**src/rtl/axis_packet_arbiter_if.sv**
```systemverilog
// rtl/axis_packet_arbiter_if.sv - stream bundle between NUM_SRC sources and the shared arbiter output
interface axis_packet_arbiter_if #(
    parameter int NUM_SRC    = 4,
    parameter int DATA_WIDTH = 32,
    parameter int ID_WIDTH   = 2,
    parameter int DEST_WIDTH = 2
);
    // Source side: per-source lanes packed side by side, source i at lane i
    logic [NUM_SRC*DATA_WIDTH-1:0] S_TDATA;
    logic [NUM_SRC-1:0]            S_TLAST;
    logic [NUM_SRC*DEST_WIDTH-1:0] S_TDEST;
    logic [NUM_SRC-1:0]            S_TVALID;
    logic [NUM_SRC-1:0]            S_TREADY;

    // Shared output stream
    logic [DATA_WIDTH-1:0]         M_TDATA;
    logic                          M_TLAST;
    logic [ID_WIDTH-1:0]           M_TID;
    logic [DEST_WIDTH-1:0]         M_TDEST;
    logic                          M_TVALID;
    logic                          M_TREADY;

    // Arbiter view: it masters the output stream and answers the sources
    modport master (
        input  S_TDATA, S_TLAST, S_TDEST, S_TVALID, M_TREADY,
        output S_TREADY, M_TDATA, M_TLAST, M_TID, M_TDEST, M_TVALID
    );

    // Environment view: sources plus the downstream sink
    modport slave (
        output S_TDATA, S_TLAST, S_TDEST, S_TVALID, M_TREADY,
        input  S_TREADY, M_TDATA, M_TLAST, M_TID, M_TDEST, M_TVALID
    );
endinterface

```
**src/rtl/axis_packet_arbiter.sv**
```systemverilog
// rtl/axis_packet_arbiter.sv - packet-granular round-robin AXI4-Stream arbiter; AXIS_ARB_PRIO0_EN gives source 0 strict priority
module axis_packet_arbiter #(
    parameter int NUM_SRC    = 4,
    parameter int DATA_WIDTH = 32,
    parameter int ID_WIDTH   = 2,
    parameter int DEST_WIDTH = 2
) (
    input  logic                  clock,
    input  logic                  reset,
    input  logic                  enable,
    axis_packet_arbiter_if.master bus,
    output logic                  busy,
    output logic [31:0]           pkt_count
);

    localparam int IDX_W = (NUM_SRC > 1) ? $clog2(NUM_SRC) : 1;
    localparam int CW    = IDX_W + 1;

    typedef enum logic {
        ST_IDLE    = 1'b0,
        ST_GRANTED = 1'b1
    } state_t;

    state_t              r_state;
    state_t              w_state_nxt;
    logic [IDX_W-1:0]    r_gnt;
    logic [IDX_W-1:0]    w_gnt_nxt;
    logic [IDX_W-1:0]    r_ptr;
    logic [IDX_W-1:0]    w_ptr_nxt;
    logic [31:0]         r_pkt_count;
    logic [31:0]         w_pkt_count_nxt;

    logic                w_req_found;
    logic [IDX_W-1:0]    w_req_idx;
    logic [IDX_W-1:0]    w_gnt_inc;
    logic                w_busy;

    logic [DATA_WIDTH-1:0] w_m_tdata;
    logic                  w_m_tlast;
    logic [DEST_WIDTH-1:0] w_m_tdest;
    logic                  w_m_tvalid;
    logic [ID_WIDTH-1:0]   w_m_tid;
    logic [NUM_SRC-1:0]    w_s_tready;

    // Pick the first requester at or after ptr, wrapping mod NUM_SRC
    always_comb begin
        logic [CW-1:0] v_cand;
        w_req_found = 1'b0;
        w_req_idx   = '0;
        v_cand      = '0;
        // Walk from the farthest candidate back to ptr so the nearest one wins
        for (int k = NUM_SRC - 1; k >= 0; k--) begin
            v_cand = {1'b0, r_ptr} + CW'(k);
            if (v_cand >= CW'(NUM_SRC)) begin
                v_cand = v_cand - CW'(NUM_SRC);
            end
            if (bus.S_TVALID[v_cand[IDX_W-1:0]]) begin
                w_req_found = 1'b1;
                w_req_idx   = v_cand[IDX_W-1:0];
            end
        end
`ifdef AXIS_ARB_PRIO0_EN
        // Source 0 overrides the rotation whenever it is requesting
        if (bus.S_TVALID[0]) begin
            w_req_found = 1'b1;
            w_req_idx   = '0;
        end
`endif
    end

    // Successor of the current grant, used as the next starting point
    always_comb begin
        w_gnt_inc = '0;
        if (r_gnt != IDX_W'(NUM_SRC - 1)) begin
            w_gnt_inc = r_gnt + 1'b1;
        end
    end

    // Zero-latency output mux; everything is quiet while idle
    always_comb begin
        w_m_tdata  = '0;
        w_m_tlast  = 1'b0;
        w_m_tdest  = '0;
        w_m_tvalid = 1'b0;
        w_m_tid    = '0;
        w_s_tready = '0;
        if (r_state == ST_GRANTED) begin
            for (int i = 0; i < NUM_SRC; i++) begin
                if (r_gnt == IDX_W'(i)) begin
                    w_m_tdata     = bus.S_TDATA[i*DATA_WIDTH +: DATA_WIDTH];
                    w_m_tlast     = bus.S_TLAST[i];
                    w_m_tdest     = bus.S_TDEST[i*DEST_WIDTH +: DEST_WIDTH];
                    w_m_tvalid    = bus.S_TVALID[i];
                    w_s_tready[i] = bus.M_TREADY;
                end
            end
            w_m_tid = ID_WIDTH'(r_gnt);
        end
    end

    // Next state: arbitrate in IDLE, hold the grant until TLAST is accepted
    always_comb begin
        w_state_nxt     = r_state;
        w_gnt_nxt       = r_gnt;
        w_ptr_nxt       = r_ptr;
        w_pkt_count_nxt = r_pkt_count;
        w_busy          = 1'b0;
        case (r_state)
            ST_IDLE: begin
                if (enable && w_req_found) begin
                    w_state_nxt = ST_GRANTED;
                    w_gnt_nxt   = w_req_idx;
                end
            end
            ST_GRANTED: begin
                w_busy = 1'b1;
                if (w_m_tvalid && bus.M_TREADY && w_m_tlast) begin
                    w_state_nxt     = ST_IDLE;
                    w_ptr_nxt       = w_gnt_inc;
                    w_pkt_count_nxt = r_pkt_count + 32'd1;
                end
            end
            default: begin
                w_state_nxt = ST_IDLE;
            end
        endcase
    end

    // State, grant, pointer and packet counter registers
    always_ff @(posedge clock) begin
        if (reset) begin
            r_state     <= ST_IDLE;
            r_gnt       <= '0;
            r_ptr       <= '0;
            r_pkt_count <= '0;
        end else begin
            r_state     <= w_state_nxt;
            r_gnt       <= w_gnt_nxt;
            r_ptr       <= w_ptr_nxt;
            r_pkt_count <= w_pkt_count_nxt;
        end
    end

    assign bus.M_TDATA  = w_m_tdata;
    assign bus.M_TLAST  = w_m_tlast;
    assign bus.M_TDEST  = w_m_tdest;
    assign bus.M_TVALID = w_m_tvalid;
    assign bus.M_TID    = w_m_tid;
    assign bus.S_TREADY = w_s_tready;
    assign busy         = w_busy;
    assign pkt_count    = r_pkt_count;

endmodule

```
**src/flat_wrapper.sv**
```systemverilog
// flat-port wrapper written by rule: the top's interface ports become plain ports
module axis_packet_arbiter_flat 
#(
    parameter int NUM_SRC    = 4,
    parameter int DATA_WIDTH = 32,
    parameter int ID_WIDTH   = 2,
    parameter int DEST_WIDTH = 2
)
  (clock, reset, enable, busy, pkt_count, bus_S_TDATA, bus_S_TLAST, bus_S_TDEST, bus_S_TVALID, bus_M_TREADY, bus_S_TREADY, bus_M_TDATA, bus_M_TLAST, bus_M_TID, bus_M_TDEST, bus_M_TVALID);
  axis_packet_arbiter_if #(.NUM_SRC(NUM_SRC), .DATA_WIDTH(DATA_WIDTH), .ID_WIDTH(ID_WIDTH), .DEST_WIDTH(DEST_WIDTH)) bus_i ();
  input  logic clock;
  input  logic reset;
  input  logic enable;
  output logic busy;
  output logic [31:0] pkt_count;
  input wire logic [$bits(bus_i.S_TDATA)-1:0] bus_S_TDATA;
  input wire logic [$bits(bus_i.S_TLAST)-1:0] bus_S_TLAST;
  input wire logic [$bits(bus_i.S_TDEST)-1:0] bus_S_TDEST;
  input wire logic [$bits(bus_i.S_TVALID)-1:0] bus_S_TVALID;
  input wire logic [$bits(bus_i.M_TREADY)-1:0] bus_M_TREADY;
  output wire logic [$bits(bus_i.S_TREADY)-1:0] bus_S_TREADY;
  output wire logic [$bits(bus_i.M_TDATA)-1:0] bus_M_TDATA;
  output wire logic [$bits(bus_i.M_TLAST)-1:0] bus_M_TLAST;
  output wire logic [$bits(bus_i.M_TID)-1:0] bus_M_TID;
  output wire logic [$bits(bus_i.M_TDEST)-1:0] bus_M_TDEST;
  output wire logic [$bits(bus_i.M_TVALID)-1:0] bus_M_TVALID;
  assign bus_i.S_TDATA = bus_S_TDATA;
  assign bus_i.S_TLAST = bus_S_TLAST;
  assign bus_i.S_TDEST = bus_S_TDEST;
  assign bus_i.S_TVALID = bus_S_TVALID;
  assign bus_i.M_TREADY = bus_M_TREADY;
  assign bus_S_TREADY = bus_i.S_TREADY;
  assign bus_M_TDATA = bus_i.M_TDATA;
  assign bus_M_TLAST = bus_i.M_TLAST;
  assign bus_M_TID = bus_i.M_TID;
  assign bus_M_TDEST = bus_i.M_TDEST;
  assign bus_M_TVALID = bus_i.M_TVALID;
  axis_packet_arbiter #(.NUM_SRC(NUM_SRC), .DATA_WIDTH(DATA_WIDTH), .ID_WIDTH(ID_WIDTH), .DEST_WIDTH(DEST_WIDTH)) u_core (.clock(clock), .reset(reset), .enable(enable), .bus(bus_i), .busy(busy), .pkt_count(pkt_count));
endmodule
```
**config.mk**
```make
export PLATFORM = sky130hd
export DESIGN_NAME = axis_packet_arbiter_flat
export DESIGN_NICKNAME = d
export VERILOG_FILES = /design/src/rtl/axis_packet_arbiter_if.sv /design/src/rtl/axis_packet_arbiter.sv /design/src/flat_wrapper.sv
export SDC_FILE = /design/constraint.sdc
export NUM_CORES = 1
export LEC_CHECK = 0
export CORE_ASPECT_RATIO = 1.75
export CORE_UTILIZATION = 36
export CTS_BUF_LIST = sky130_fd_sc_hd__clkbuf_4 sky130_fd_sc_hd__clkbuf_8
export DETAILED_ROUTE_END_ITERATION = 8
export PLACE_DENSITY_LB_ADDON = 0.1
export RECOVER_POWER = 25
export SLEW_MARGIN = 20
export SYNTH_ARGS = -nofsm -noshare
export SYNTH_HDL_FRONTEND = slang
export SYNTH_SLANG_ARGS = --single-unit
```
**constraint.sdc**
```tcl
create_clock -name clock -period 2.8 [get_ports clock]
set_clock_uncertainty 0.05 [all_clocks]
set_input_delay 0.56 -clock clock [delete_from_list [all_inputs] [get_ports clock]]
set_output_delay 0.56 -clock clock [all_outputs]
set_load 0.005 [all_outputs]
```
==> results of run 1 <==
==> worst min path at each step <==
stage | startpoint | to | cells past startpoint
6_report | u_core.pkt_count[31] | u_core.pkt_count[31] | 2
5_1_grt | u_core.pkt_count[31] | u_core.pkt_count[31] | 2
4_1_cts | u_core.pkt_count[31] | u_core.pkt_count[31] | 2
3_5_place_dp | u_core.pkt_count[31] | u_core.pkt_count[31] | 2
3_3_place_gp | u_core.pkt_count[31] | u_core.pkt_count[31] | 2
2_1_floorplan | u_core.r_ptr[0] | u_core.r_ptr[0] | 2
==> registers in the layout, summed over array words and instances, names as in the netlist <==
register	flops
u_core.r_state	1
u_core.r_gnt	2
u_core.r_ptr	2
u_core.pkt_count	32
==> placed cells by master (no fill, tap or decap), drive strengths merged, types with 3 or more instances in the layout <==
master           n
and4             4
dlymetal6s2s    13
nand4            6
a221oi          34
a211oi           3
and3             7
or3             11
inv             10
clkdlybuf4s50  166
clkbuf          16
nor3            34
and2             4
o22ai            3
or4             20
nor2            44
nand3           10
nor2b           38
a21oi           68
dlygate4sd2      4
buf             41
o21ai           12
o31ai           19
ha               5
dlygate4sd3     25
nand2           20
dfxtp           37
==> stage by stage <==
step	worst slack, ns	util
2_1_floorplan	0.3542	-
3_3_place_gp	0.03950	0.6651
3_5_place_dp	-0.02478	0.6651
4_1_cts	-0.1655	0.6978
5_1_grt	-0.1206	0.7220
6_report	-0.03113	0.7220
==> kinds of logic (layout without fill, tap and decap cells) <==
family,count (synthesis),count (layout)
muxes,2,2
adders and majority gates,5,5
DFF,37,37
AOI/OAI and AO/OA,141,141
other,0,1
buffers and inverters,48,279
and+or+nand+nor,206,206
xor gates and xnor gates,2,2
==> worst max-delay path: stages, from the launching register on <==
cell and delay [ns]:
dfxtp_2 0.34, inv_2 0.06, ha_4 0.18, buf_12 0.19
nand3b_1 0.24, a211oi_4 0.27, and2_1 0.16, clkdlybuf4s50_1 0.49
==> layer usage <==
layer	track usage	routed length (µm)
met2	0.5327	7067
met5	0	0
met4	0.1373	585
met3	0.07848	1183
met1	0.3031	5184
==> cells in the mapped netlist (3+ instances only) <==
cell type,instances,area share
a21oi_1,68,0.11
nor2_1,44,0.053
nor2b_1,38,0.077
dfxtp_1,37,0.24
a221oi_1,34,0.096
nor3_1,34,0.055
clkbuf_1,29,0.035
nand2_1,20,0.024
or4_1,20,0.049
o31ai_1,19,0.046
o21ai_0,11,0.018
or3_1,11,0.022
inv_1,9,0.011
nand3_1,9,0.015
and3_1,7,0.014
ha_1,5,0.020
nand4_1,5,0.010
and2_1,4,0.0081
and4_1,4,0.011
buf_1,3,0.0036
buf_4,3,0.0073
o22ai_1,3,0.0061
==> report_power, final <==
group / switching [mW] / internal [mW] / total, mW
clock network: 0.196 / 0.300 / 0.496
logic: 0.256 / 0.415 / 0.672
registers: 0.00649 / 0.529 / 0.536
==> cell type report <==
class,count,area share
diodes,1,0.0004169
clock buffers,7,0.01501
clock inverters,1,0.005003
inverters,10,0.007088
multi-input cells,356,0.3863
flip-flops and latches,37,0.1242
well taps,115,0.02397
repair buffers,261,0.4380
==> repair_timing <==
item	in CTS	in global routing
buffers inserted	8	6
setup endpoints to repair	36	32
resized for setup	35	69
pin swaps	6	4
gates cloned	4	0
hold endpoints to repair	0	0
==> run summary, run 1 <==
status: finished with violations
failing checks: negative setup slack
die height: 124.6 µm
Leak: 2.428 nW
startpoint types: register
CP Data Required Time: 2.19 ns
DRT iter0 DRCs: 200
CTS clk-pin slew, worst paths: 0.08 ns
adder-cell share of the synthesized area: 0.02023
FF-to-FF setup slack: 0.22 ns
Worst-Margin Slew: 0.6993 ns
Max Clock Freq: 0.3532 GHz
Sum Neg Setup Slack: -0.04695 ns
Hold Fails Final Rpt: 0
crit-path max FO: 39
# placed instances: 761
vias in the first global route: 4185
crit path DAT: 2.22 ns
layout cells sized above 1: 0.1369
Netlist cell types: 41
net count after synthesis: 594
clock latency at the later pin of the worst-skew pair: 0.30 ns
Post-DP Area: 5529 µm²
wirelength, routed: 14.02 mm
IO Pins: 223
RePlAce Congestion: 0.8254
CTS tree: yes
gr ovfl total: 0
ys async rst share: 0
multi-input logic area: 2318 µm²
Max Cap Viol: 0
clock buffer depth: 2
Synth Register Bits: 37
worst reg2reg path startpoint: u_core.r_gnt[1]
RR Endpoint: u_core.pkt_count[18]
Total Die Area: 8980 µm²
synthesized area: 3093 µm²
EDFF count, synth: 0
WL/cell: 17.79 µm
initial antenna violation count: 1
crit path capture type: output pin
final setup margin: -0.03113 ns
FP Rows: 44
# DRC: 0
register area share after synthesis: 0.2395
CTS Buf Count: 5
port bufs: 222
complex-gate fraction of the synthesized area: 0.2945
prevailing post-synth register cell: dfxtp_1
Power Density: 283.8 nW/µm²
Layout area overhead: 94.05%
syn avg cell area: 7.014 µm²
Critical Path Sink: bus_M_TVALID
Final Instance Area: 6002 µm²
PnR Total Power: 1.703 mW
antenna-violating nets left: 0
nets: 824
Critical Path Source: u_core.r_gnt[1]
count of final max-slew check failures: 0
Hold WS: 0.4299 ns
Total GRT Usage: 0.2944
post-synthesis simple-gate area fraction: 0.3665
CTS Root Cell: clkbuf_8
Worst Hold Class: register to register
DR vias: 4348
RSZ-0062 raised after global routing: true
Setup Crit Path Kind: register to output pin
VDD IR max: 0.3085 mV
largest family of logic cells by synthesized area: simple AND/OR/NAND/NOR gates
xor/xnor cell area share of the yosys netlist: 0.005663
fin crit share: 1.011
final number of setup-violating endpoints: 4
# hold bufs at CTS: 0
core area: 8313 µm²
Vias/cell: 5.518
Gate Count Post-Synth: 441
drt first pass iters: 4
Die W: 72.07 µm
register area: 745.7 µm²
r2r worst-path depth: 10
Filler Cell Count: 667
half-perimeter wire length after placement: 9.701 mm
Yosys Warn Count: 0
first-pass GRT wire length: 20.96 mm
H-tree Lvls: 2
Rel. slew slack: 0.5331
post-route insts no fill: 788
mux cell area share after synthesis: 0.006472
Initial Util: 0.3721
largest net degree at the start of global routing: 59
minimum clock period: 2.831 ns
clock sink count: 37
(Power assumes the default switching activity.)
==> run 2: changes to the inputs <==
CORE_MARGIN = 5   (was not set)
==> run summary, run 2 (synthesis gave the netlist of run 1 again) <==
clock buffer depth: 2 (unchanged)
Total Die Area: 10620 µm² (+18%)
Worst Hold Class: register to register
gr ovfl total: 0 (unchanged)
Vias/cell: 5.534 (+0.30%)
Worst path max stage delay: 0.48 ns (about the same)
initial antenna violation count: 0 (-1)
fin crit share: 0.9810 (-0.03009)
Slowest-stage cell, CP: clkdlybuf4s50_1
crit path DAT: 2.14 ns (-0.08 ns)
vias in the first global route: 4074 (-2.7%)
Layout Utilization: 0.6938 (-0.02823)
crit path capture type: output pin
Die W: 80.07 µm (+11%)
Power Density: 258.8 nW/µm² (-8.8%)
crit-path max FO: 10 (-74%)
Hold Fails Final Rpt: 0 (unchanged)
port bufs: 222 (unchanged)
half-perimeter wire length after placement: 10.81 mm (+11%)
Critical Path Sink: bus_M_TLAST
Initial Util: 0.3696 (-0.002448)
Total GRT Usage: 0.2520 (-0.04242)
CTS Buf Count: 5 (unchanged)
r2r worst-path depth: 11 (+1)
core area: 8368 µm² (+0.66%)
IO Pins: 223 (unchanged)
Leak: 2.294 nW (-5.5%)
status: completed
WL/cell: 18.83 µm (+5.8%)
antenna-violating nets left: 0 (unchanged)
# DRC: 0 (unchanged)
minimum clock period: 2.747 ns (-0.08424 ns)
Setup Crit Path Kind: register to output pin
final number of setup-violating endpoints: 0 (-4)
RR Endpoint: u_core.pkt_count[19]
first-pass GRT wire length: 21.64 mm (+3.2%)
H-tree Lvls: 2 (unchanged)
VDD IR max: 0.3788 mV (+23%)
Final Instance Area: 5806 µm² (-3.3%)
most frequent cells in the layout: 162 x clkdlybuf4s50_1, 68 x a21oi_1, 44 x nor2_1
Post-DP Area: 5522 µm² (-0.14%)
clock latency at the later pin of the worst-skew pair: 0.28 ns (-0.02 ns)
wirelength, routed: 14.52 mm (+3.6%)
drt first pass iters: 5 (+1)
Rel. slew slack: 0.5516 (+0.01847)
CTS tree: yes
FP Rows: 44 (unchanged)
Layout area overhead: 87.70%
clock sink count: 37 (unchanged)
Critical Path Source: u_core.r_gnt[1]
register area: 744.5 µm² (-0.17%)
multi-input logic area: 2286 µm² (-1.4%)
most common cell after layout, fill and taps aside: clkdlybuf4s50_1
RSZ-0062 raised after global routing: true
CTS clk-pin slew, worst paths: 0.07 ns (about the same)
Max Cap Viol: 0 (unchanged)
largest net degree at the start of global routing: 59 (unchanged)
max reg flops: 32 (unchanged)
Filler Cell Count: 728 (+9.1%)
CTS Root Cell: clkbuf_8
DRT iter0 DRCs: 213 (+6.5%)
CP Data Required Time: 2.19 ns (about the same)
startpoint types: register
DR vias: 4267 (-1.9%)
layout cells sized above 1: 0.09604 (-0.04087)
CP Cell Sequence: buf_4 > ha_4 > or3b_2 > and4_1 > clkdlybuf4s50_1
die height: 132.6 µm (+6.4%)
Worst-Margin Slew: 0.6717 ns (-0.02766 ns)
RePlAce Congestion: 0.8477 (+2.7%)
FF-to-FF setup slack: 0.23 ns (about the same)
nets: 810 (-1.7%)
Hold WS: 0.4394 ns (+0.009518 ns)
number of diodes: 0 (-1)
Max Clock Freq: 0.3640 GHz (+3.1%)
count of final max-slew check failures: 0 (unchanged)
# hold bufs at CTS: 0 (unchanged)
worst reg2reg path startpoint: u_core.r_gnt[1]
-- run 2: changes by cell type in the layout (fill, tap and decap cells not counted), sizes merged --
cell / change
dlymetal6s2s: -8
clkinv: +1
diode: -1
clkbuf: -8
buf: -19
clkdlybuf4s50: -4
bufinv: -1
clkdlybuf4s15: -1
dlygate4sd2: +24
-- run 2: worst min path at each step --
| stage | from | end | slack, ns | depth (start not counted) |
|---|---|---|---|---|
| 2_1_floorplan | u_core.r_ptr[0] | u_core.r_ptr[0] | 0.41 | 2 |
| 3_3_place_gp | u_core.pkt_count[31] | u_core.pkt_count[31] | 0.42 | 2 |
| 3_5_place_dp | u_core.pkt_count[31] | u_core.pkt_count[31] | 0.43 | 2 |
| 4_1_cts | u_core.pkt_count[31] | u_core.pkt_count[31] | 0.44 | 2 |
| 5_1_grt | u_core.pkt_count[27] | u_core.pkt_count[27] | 0.47 | 2 |
| 6_report | u_core.pkt_count[31] | u_core.pkt_count[31] | 0.44 | 2 |
-- run 2: repair_timing --
| action | in CTS | in global routing |
|---|---|---|
| setup endpoints to repair | 36 | 34 |
| hold endpoints to repair | 0 | 0 |
| pin swaps | 0 | 3 |
| buffers inserted | 0 | 2 |
| cloned | 1 | 2 |
| gates resized for setup | 38 | 27 |
-- run 2: layout make-up --
cell class                 instances  share of cell area
multi-input combinational        356              0.3937
tap                              115             0.02478
clock inverter                     1           0.0008621
sequential                        37              0.1282
timing repair buffer             247              0.4336
inverter                          10            0.006897
clock buffer                       5             0.01185
-- run 2: stage by stage --
stage | std cells | TNS [ns] | setup slack, ns | power, mW
final | 771 | 0 | 0.05311 | 1.503
after global routing | 771 | -0.1157 | -0.03089 | 1.577
after CTS | 767 | -0.4281 | -0.09362 | 1.461
after detailed placement | 760 | 0 | 0.005375 | 1.132
after global placement | 760 | 0 | 0.03885 | 1.122
after floorplan | 441 | 0 | 0.3542 | 0.7645
-- run 2: report_power, final --
group / switching (mW) / internal (mW)
logic: 0.241 / 0.385
registers: 0.00629 / 0.529
clock network: 0.177 / 0.164
-- run 2: metal layers --
layer | global-route usage | share of wire | routed length, µm
met1 | 0.2730 | 0.35 | 5068
met2 | 0.4493 | 0.51 | 7456
met3 | 0.07007 | 0.10 | 1467
met4 | 0.1015 | 0.036 | 527
met5 | 0 | 0 | 0
-- run 2: critical path, delay by kind of cell (launching register included) --
kind | cells | cell delay, ns
simple gates | 2 | 0.66
buf+inv | 2 | 0.63
flops | 1 | 0.35
fa+ha+maj | 1 | 0.22
